$ cat src/rtl/multicycle_ctrl_fsm_pkg.sv
// Shared encodings for the multi-cycle RV32I sequencer: states, opcodes, mux selects, strobe bundle.
// MC_ILLEGAL_TRAP_EN adds the TRAP state.
package mc_ctrl_pkg;

  typedef enum logic [3:0] {
    FETCH, DECODE, MEM_ADR, MEM_RD, MEM_WB, MEM_WR, EXEC_R, EXEC_I,
    ALU_WB, BRANCH, JALR_ADR, JUMP, ILLEGAL
`ifdef MC_ILLEGAL_TRAP_EN
    , TRAP
`endif
  } state_e;

  localparam logic [6:0] OP_LOAD   = 7'd3;
  localparam logic [6:0] OP_STORE  = 7'd35;
  localparam logic [6:0] OP_R      = 7'd51;
  localparam logic [6:0] OP_I      = 7'd19;
  localparam logic [6:0] OP_BRANCH = 7'd99;
  localparam logic [6:0] OP_JAL    = 7'd111;
  localparam logic [6:0] OP_JALR   = 7'd103;

  localparam logic [2:0] IMM_I = 3'd0, IMM_S = 3'd1, IMM_B = 3'd2, IMM_J = 3'd3;
  localparam logic [2:0] ALUOP_ADD = 3'd0, ALUOP_SUB = 3'd1, ALUOP_FUNCT = 3'd2;
  localparam logic [1:0] RES_ALUOUT = 2'd0, RES_MEM = 2'd1, RES_ALU = 2'd2;
  localparam logic [1:0] SRCA_PC = 2'd0, SRCA_OLDPC = 2'd1, SRCA_RS1 = 2'd2;
  localparam logic [1:0] SRCB_RS2 = 2'd0, SRCB_IMM = 2'd1, SRCB_FOUR = 2'd2;

  typedef struct packed {
    logic       pc_write;
    logic       ir_write;
    logic       adr_src;
    logic       mem_req;
    logic       mem_write;
    logic       reg_write;
    logic [1:0] alu_src_a;
    logic [1:0] alu_src_b;
    logic [2:0] alu_op;
    logic [2:0] imm_src;
    logic [1:0] result_src;
    logic       jalr;
    logic       trap;
  } ctl_t;

endpackage

$ cat src/rtl/multicycle_ctrl_fsm_if.sv
// Controller <-> datapath/memory bundle; master is the sequencer, slave is the datapath side.
interface multicycle_ctrl_fsm_if #(parameter int INSTRET_W = 32);
  logic [6:0]           opcode;
  logic                 eq;
  logic                 mem_ready;
  logic                 pc_write, ir_write, adr_src, mem_req, mem_write, reg_write;
  logic [1:0]           alu_src_a, alu_src_b, result_src;
  logic [2:0]           alu_op, imm_src;
  logic                 jalr, trap, mem_timeout;
  logic [INSTRET_W-1:0] instret;

  modport master (
    input  opcode, eq, mem_ready,
    output pc_write, ir_write, adr_src, mem_req, mem_write, reg_write,
           alu_src_a, alu_src_b, alu_op, imm_src, result_src, jalr, trap,
           mem_timeout, instret
  );

  modport slave (
    output opcode, eq, mem_ready,
    input  pc_write, ir_write, adr_src, mem_req, mem_write, reg_write,
           alu_src_a, alu_src_b, alu_op, imm_src, result_src, jalr, trap,
           mem_timeout, instret
  );
endinterface

$ cat src/rtl/multicycle_ctrl_fsm_watchdog.sv
// Memory stall watchdog: counts consecutive unanswered request cycles, sticky flag at TIMEOUT.
module mc_mem_watchdog #(
  parameter int TIMEOUT = 255
) (
  input  logic clk,
  input  logic rst_n,
  input  logic mem_req_i,
  input  logic mem_ready_i,
  output logic timeout_o
);
  logic [15:0] cnt_q, cnt_d;
  logic        flag_q;
  logic        wait_c;

  assign wait_c = mem_req_i && !mem_ready_i;

  // Saturate at TIMEOUT so a very long stall cannot wrap the counter.
  always_comb begin
    cnt_d = cnt_q;
    if (!wait_c)                     cnt_d = '0;
    else if (cnt_q != 16'(TIMEOUT)) cnt_d = cnt_q + 16'd1;
  end

  always_ff @(posedge clk or negedge rst_n) begin
    if (!rst_n) begin
      cnt_q  <= '0;
      flag_q <= 1'b0;
    end else begin
      cnt_q  <= cnt_d;
      flag_q <= flag_q | (wait_c && cnt_d == 16'(TIMEOUT));
    end
  end

  assign timeout_o = flag_q;
endmodule

$ cat src/rtl/multicycle_ctrl_fsm.sv
// Multi-cycle RV32I control sequencer: Moore strobes per state, mem handshake, retire counter.
// Optional MC_ILLEGAL_TRAP_EN halts in TRAP on an illegal opcode instead of treating it as NOP.
module multicycle_ctrl_fsm
  import mc_ctrl_pkg::*;
#(
  parameter int INSTRET_W = 32,
  parameter int TIMEOUT   = 255
) (
  input logic                   clk,
  input logic                   rst_n,
  multicycle_ctrl_fsm_if.master bus
);
  state_e               state_q, state_d;
  ctl_t                 ctl, ctl_o;
  logic [INSTRET_W-1:0] instret_q;

  always_ff @(posedge clk or negedge rst_n) begin
    if (!rst_n) begin
      state_q   <= FETCH;
      instret_q <= '0;
    end else begin
      state_q <= state_d;
      if (state_d == FETCH && state_q != FETCH) instret_q <= instret_q + 1'b1;
    end
  end

  always_comb begin
    ctl     = '0;
    state_d = state_q;
    case (state_q)
      FETCH: begin
        ctl.mem_req = 1'b1;
        if (bus.mem_ready) begin
          ctl.ir_write   = 1'b1;
          ctl.pc_write   = 1'b1;
          ctl.alu_src_b  = SRCB_FOUR;
          ctl.result_src = RES_ALU;
          state_d        = DECODE;
        end
      end
      DECODE: begin
        ctl.alu_src_a = SRCA_OLDPC;
        ctl.alu_src_b = SRCB_IMM;
        ctl.imm_src   = (bus.opcode == OP_JAL) ? IMM_J : IMM_B;
        case (bus.opcode)
          OP_LOAD, OP_STORE: state_d = MEM_ADR;
          OP_R:              state_d = EXEC_R;
          OP_I:              state_d = EXEC_I;
          OP_BRANCH:         state_d = BRANCH;
          OP_JAL:            state_d = JUMP;
          OP_JALR:           state_d = JALR_ADR;
          default:           state_d = ILLEGAL;
        endcase
      end
      MEM_ADR: begin
        ctl.alu_src_a = SRCA_RS1;
        ctl.alu_src_b = SRCB_IMM;
        ctl.imm_src   = (bus.opcode == OP_LOAD) ? IMM_I : IMM_S;
        state_d       = (bus.opcode == OP_LOAD) ? MEM_RD : MEM_WR;
      end
      MEM_RD: begin
        ctl.mem_req = 1'b1;
        ctl.adr_src = 1'b1;
        if (bus.mem_ready) state_d = MEM_WB;
      end
      MEM_WB: begin
        ctl.reg_write  = 1'b1;
        ctl.result_src = RES_MEM;
        state_d        = FETCH;
      end
      MEM_WR: begin
        ctl.mem_req   = 1'b1;
        ctl.mem_write = 1'b1;
        ctl.adr_src   = 1'b1;
        if (bus.mem_ready) state_d = FETCH;
      end
      EXEC_R: begin
        ctl.alu_src_a = SRCA_RS1;
        ctl.alu_src_b = SRCB_RS2;
        ctl.alu_op    = ALUOP_FUNCT;
        state_d       = ALU_WB;
      end
      EXEC_I: begin
        ctl.alu_src_a = SRCA_RS1;
        ctl.alu_src_b = SRCB_IMM;
        ctl.imm_src   = IMM_I;
        ctl.alu_op    = ALUOP_FUNCT;
        state_d       = ALU_WB;
      end
      ALU_WB: begin
        ctl.reg_write  = 1'b1;
        ctl.result_src = RES_ALUOUT;
        state_d        = FETCH;
      end
      BRANCH: begin
        ctl.alu_src_a  = SRCA_RS1;
        ctl.alu_src_b  = SRCB_RS2;
        ctl.alu_op     = ALUOP_SUB;
        ctl.result_src = RES_ALUOUT;
        ctl.pc_write   = bus.eq;
        state_d        = FETCH;
      end
      JALR_ADR: begin
        ctl.alu_src_a = SRCA_RS1;
        ctl.alu_src_b = SRCB_IMM;
        ctl.imm_src   = IMM_I;
        ctl.alu_op    = ALUOP_ADD;
        ctl.jalr      = 1'b1;
        state_d       = JUMP;
      end
      // ALUOut holds the target; the ALU meanwhile forms old_pc+4 for the link write.
      JUMP: begin
        ctl.pc_write   = 1'b1;
        ctl.result_src = RES_ALUOUT;
        ctl.alu_src_a  = SRCA_OLDPC;
        ctl.alu_src_b  = SRCB_FOUR;
        state_d        = ALU_WB;
      end
`ifdef MC_ILLEGAL_TRAP_EN
      ILLEGAL: state_d = TRAP;
      TRAP:    ctl.trap = 1'b1;
`else
      ILLEGAL: state_d = FETCH;
`endif
      default: state_d = FETCH;
    endcase
  end

  // Strobes are forced low for the whole time reset is asserted, not just after the edge.
  assign ctl_o = rst_n ? ctl : '0;

  assign bus.pc_write   = ctl_o.pc_write;
  assign bus.ir_write   = ctl_o.ir_write;
  assign bus.adr_src    = ctl_o.adr_src;
  assign bus.mem_req    = ctl_o.mem_req;
  assign bus.mem_write  = ctl_o.mem_write;
  assign bus.reg_write  = ctl_o.reg_write;
  assign bus.alu_src_a  = ctl_o.alu_src_a;
  assign bus.alu_src_b  = ctl_o.alu_src_b;
  assign bus.alu_op     = ctl_o.alu_op;
  assign bus.imm_src    = ctl_o.imm_src;
  assign bus.result_src = ctl_o.result_src;
  assign bus.jalr       = ctl_o.jalr;
  assign bus.trap       = ctl_o.trap;
  assign bus.instret    = instret_q;

  mc_mem_watchdog #(.TIMEOUT(TIMEOUT)) u_wdog (
    .clk        (clk),
    .rst_n      (rst_n),
    .mem_req_i  (ctl_o.mem_req),
    .mem_ready_i(bus.mem_ready),
    .timeout_o  (bus.mem_timeout)
  );
endmodule

$ cat src/flat_wrapper.sv
// flat-port wrapper written by rule: the top's interface ports become plain ports
module multicycle_ctrl_fsm_flat import mc_ctrl_pkg::*;
#(
  parameter int INSTRET_W = 32,
  parameter int TIMEOUT   = 255
)
  (clk, rst_n, bus_opcode, bus_eq, bus_mem_ready, bus_pc_write, bus_ir_write, bus_adr_src, bus_mem_req, bus_mem_write, bus_reg_write, bus_alu_src_a, bus_alu_src_b, bus_alu_op, bus_imm_src, bus_result_src, bus_jalr, bus_trap, bus_mem_timeout, bus_instret);
  multicycle_ctrl_fsm_if #(.INSTRET_W(INSTRET_W)) bus_i ();
  input logic clk;
  input logic rst_n;
  input wire logic [$bits(bus_i.opcode)-1:0] bus_opcode;
  input wire logic [$bits(bus_i.eq)-1:0] bus_eq;
  input wire logic [$bits(bus_i.mem_ready)-1:0] bus_mem_ready;
  output wire logic [$bits(bus_i.pc_write)-1:0] bus_pc_write;
  output wire logic [$bits(bus_i.ir_write)-1:0] bus_ir_write;
  output wire logic [$bits(bus_i.adr_src)-1:0] bus_adr_src;
  output wire logic [$bits(bus_i.mem_req)-1:0] bus_mem_req;
  output wire logic [$bits(bus_i.mem_write)-1:0] bus_mem_write;
  output wire logic [$bits(bus_i.reg_write)-1:0] bus_reg_write;
  output wire logic [$bits(bus_i.alu_src_a)-1:0] bus_alu_src_a;
  output wire logic [$bits(bus_i.alu_src_b)-1:0] bus_alu_src_b;
  output wire logic [$bits(bus_i.alu_op)-1:0] bus_alu_op;
  output wire logic [$bits(bus_i.imm_src)-1:0] bus_imm_src;
  output wire logic [$bits(bus_i.result_src)-1:0] bus_result_src;
  output wire logic [$bits(bus_i.jalr)-1:0] bus_jalr;
  output wire logic [$bits(bus_i.trap)-1:0] bus_trap;
  output wire logic [$bits(bus_i.mem_timeout)-1:0] bus_mem_timeout;
  output wire logic [$bits(bus_i.instret)-1:0] bus_instret;
  assign bus_i.opcode = bus_opcode;
  assign bus_i.eq = bus_eq;
  assign bus_i.mem_ready = bus_mem_ready;
  assign bus_pc_write = bus_i.pc_write;
  assign bus_ir_write = bus_i.ir_write;
  assign bus_adr_src = bus_i.adr_src;
  assign bus_mem_req = bus_i.mem_req;
  assign bus_mem_write = bus_i.mem_write;
  assign bus_reg_write = bus_i.reg_write;
  assign bus_alu_src_a = bus_i.alu_src_a;
  assign bus_alu_src_b = bus_i.alu_src_b;
  assign bus_alu_op = bus_i.alu_op;
  assign bus_imm_src = bus_i.imm_src;
  assign bus_result_src = bus_i.result_src;
  assign bus_jalr = bus_i.jalr;
  assign bus_trap = bus_i.trap;
  assign bus_mem_timeout = bus_i.mem_timeout;
  assign bus_instret = bus_i.instret;
  multicycle_ctrl_fsm #(.INSTRET_W(INSTRET_W), .TIMEOUT(TIMEOUT)) u_core (.clk(clk), .rst_n(rst_n), .bus(bus_i));
endmodule
$ cat config.mk
export PLATFORM = sky130hd
export DESIGN_NAME = multicycle_ctrl_fsm_flat
export DESIGN_NICKNAME = d
export VERILOG_FILES = /design/src/rtl/multicycle_ctrl_fsm_pkg.sv /design/src/rtl/multicycle_ctrl_fsm_if.sv /design/src/rtl/multicycle_ctrl_fsm_watchdog.sv /design/src/rtl/multicycle_ctrl_fsm.sv /design/src/flat_wrapper.sv
export SDC_FILE = /design/constraint.sdc
export NUM_CORES = 1
export LEC_CHECK = 0
export BUFFER_PORTS_ARGS = -buffer_cell sky130_fd_sc_hd__buf_2
export CORE_MARGIN = 1
export CORE_UTILIZATION = 25
export CTS_CLUSTER_DIAMETER = 120
export DETAILED_ROUTE_END_ITERATION = 10
export GPL_TIMING_DRIVEN = 0
export HOLD_SLACK_MARGIN = 0.12
export PLACE_DENSITY = 0.45
export SETUP_SLACK_MARGIN = 0.15
export SYNTH_ARGS = -nofsm -noshare
export SYNTH_HDL_FRONTEND = slang
export SYNTH_SLANG_ARGS = --single-unit
$ cat constraint.sdc
create_clock -name clk -period 2.34 [get_ports clk]
set_input_delay 0.468 -clock clk [delete_from_list [all_inputs] [get_ports clk]]
set_output_delay 0.468 -clock clk [all_outputs]
set_load 0.02 [all_outputs]
==> flow_summary_export.csv <==
group,metric,value,unit
critical_path,startpoint_type,"flop",
outcome,status,"complete, no violations",
floorplanning,rows,42,
logic_synthesis,synth_top_area_frac,0.394,
grt,grt_pass1_vias,2840,
clock_tree,cts-buffers-inserted,5,
final_layout,n_antenna_cell,0,
grt,overflow,0,
drt,drc,0,
flow_run,max_cap_violations,0,
clock_tree,root_buffer,"clkbuf_16",
critical_path,worst_setup_path_end_kind,"flop",
sta,period_share,0.922,
logic_synthesis,ys_top_cells_by_count,"53 x dfrtp_1, 33 x nand2_1, 32 x xor2_1, 26 x nor2_1, 21 x nand3_1",
grt,grt_max_degree,59,
logic_synthesis,synth_edf_count,0,
sta,period_needed,2.16,ns
final_layout,final_cells,626,
clock_tree,clock_path_buffers,2,
sta,finClkSkew,0.00552,ns
logic_synthesis,syn_avg_cell_area,9.33,um^2
logic_synthesis,yosysMostFrequentCell,"dfrtp_1",
logic_synthesis,synthCells,361,
pwr,peakVddDrop,0.000390,V
logic_synthesis,yosys.area.top_type,"dfrtp_1",
logic_synthesis,yosysSeqAreaShare,0.394,
critical_path,reg2reg_slack,0.18,ns
sta,tightest_slew,0.606,ns
drt,drt.antenna.violating_nets,0,
clock_tree,cts.sinks,53,
final_layout,synthToLayoutAreaGrowth,38.0,%
final_layout,n_fill_cell,1364,
sta,setup_viol,0,
floorplanning,fp.coreArea,13200,um^2
min_path,hold_class,"in -> async",
critical_path,worstPathArrival,2.36,ns
floorplanning,die_height,118,um
grt,antenna_found_initial,0,
drt,vias_per_cell,4.78,
drt,wl_per_cell,15.2,um
floorplanning,initial_core_util,0.255,
logic_synthesis,synth.cell_area,3370,um^2
final_layout,seq_area,1330,um^2
placement,place_congestion,0.786,
logic_synthesis,yosys_warnings,0,
drt,first_pass_iters,4,
placement,dp_cells,599,
sta,maxSlewViolCount,0,
pwr,p_per_area,825,nW/um^2
sta,fmax,464,MHz
logic_synthesis,async_flop_share,1.00,
final_layout,fin_util,0.352,
placement,portBuffers,60,
drt,vias,2991,
critical_path,critPathMaxFanout,9,
placement,place_area,3890,um^2
sta,maxSlewHeadroom,0.595,
clock_tree,clk_latency,0.29,ns
clock_tree,path_clk_slew,0.07,ns
final_layout,post_route_cells_drive_above_1_share,0.364,
logic_synthesis,synth.area.top_cells,"dfrtp_1 39%, xor2_1 8.3%, nor4_2 5.2%",
sta,finalHoldViolCount,0,
critical_path,crit_type,"reg -> reg",
drt,wl,9520,um
logic_synthesis,ys_ff_latch,53,
floorplanning,die_w,118,um
clock_tree,htreeDepth,2,
sta,rsz0062_at_grt,"yes",
logic_synthesis,ys_types,58,
placement,dp_hpwl,6290,um
clock_tree,cts_tree,"built",
final_layout,nNetsFinal,462,
grt,grt_pass1_wl,14800,um
critical_path,cp.required,2.54,ns
drt,first_iter_violations,156,
floorplanning,die_area,13900,um^2
final_layout,multi_input_area,2180,um^2
floorplanning,ios,64,
final_layout,design_area,4650,um^2
grt,grt_util_all_layers,0.131,
pwr,leakagePower,2.06,nW
logic_synthesis,synthFlopType,"dfrtp_1",
[layer usage]
metal	track usage	up-vias	part of all wire
met2	0.204	56	0.47
met5	0	-	0
met1	0.190	1464	0.49
li1	-	1462	-
met4	0.0321	0	0.0077
met3	0.0174	9	0.033
[per-stage QoR]
stage	TNS (ns)	hold WS [ns]	power [mW]	setup WS, ns
after detailed placement	-9.57	0.453	2.50	-0.522
after global placement	-10.12	0.449	2.49	-0.551
after global routing	0	0.199	4.06	0.0602
after CTS	0	0.123	3.44	0.155
after floorplan	0	0.172	2.06	0.302
final	0	0.176	3.84	0.184
[flip-flops by register name (all words and copies together) (netlist names)]
register and flops:
u_core.u_wdog.timeout_o 1, u_core.u_wdog.cnt_q 16, u_core.state_q 4, u_core.bus.instret 32
[worst paths after layout]
path                                         from                      to  cells past startpoint
max reg2reg                     u_core.state_q[0]  u_core.bus.instret[17]                      9
max                             u_core.state_q[0]  u_core.bus.instret[17]                      9
max in group asynchronous                   rst_n       u_core.state_q[2]                      2
min reg2reg                u_core.bus.instret[31]  u_core.bus.instret[31]                      1
min                                         rst_n  u_core.bus.instret[26]                      2
min in group clk           u_core.bus.instret[31]  u_core.bus.instret[31]                      1
[cells by family (layout without fill, tap and decap cells)]
family	count (synthesis)	count (layout)	synth area share
other	1	3	0.00111
adder cells (fa/ha/maj)	2	2	0.00743
AND/OR/NAND/NOR	185	185	0.349
buffers and inverters	35	122	0.0520
AO/OA/AOI/OAI	42	42	0.0836
multiplexers	1	1	0.00334
flip-flops	53	53	0.394
XOR/XNOR	42	42	0.109
[critical path: stages (launching register included)]
cell	delay, ns
dfrtp_1	0.36
buf_4	0.16
nor4b_4	0.13
buf_4	0.16
o211ai_2	0.07
o311ai_2	0.13
a221o_2	0.43
buf_6	0.19
nor4_4	0.27
xnor2_1	0.16
[cell type report]
class,count,area share
inverter,10,0.00808
clock buffer,6,0.0277
tap,176,0.0474
sequential,53,0.287
timing repair buffer,79,0.114
buffer,25,0.0452
multi-input combinational,275,0.469
clock inverter,2,0.00215
[placed cells by master, fill, tap and decap left out, drive strengths merged, types with 2 or more instances in the layout]
master   Yosys  routed
clkinv       0       2
nor4b        3       3
nor3b        3       3
nand4       12      12
nor2        26      26
a21oi        9       9
or2b         2       2
and4         5       5
ha           2       2
nand3       22      22
o21a         2       2
dfrtp       53      53
a31oi        4       4
and3b        2       2
nand2       33      33
inv         10      10
buf         15      92
conb         1       3
xnor2       10      10
o21ai       10      10
clkbuf      10      18
nand2b       8       8
and2         8       8
nor4        20      20
xor2        32      32
nor3        19      19
nor2b        7       7
a311oi       4       4
or2          2       2
and3         4       4
o31ai        2       2
nand4bb      2       2
nand3b       2       2
[repair_timing]
item / 4_1_cts / 5_1_grt
cloned: 0 / 2
hold buffers: 0 / 1
gates resized for setup: 24 / 78
buffers inserted: 11 / 5
endpoints found under the hold margin: 0 / 53
pin swaps: 4 / 16
endpoints found under the setup margin: 59 / 48
[where the power goes]
group          internal [mW]  switching, mW
sequential              1.00         0.0912
clock                  0.394          0.329
combinational          0.802           1.22
total                   2.20           1.64
No activity file was read; power rests on OpenSTA's default activity.
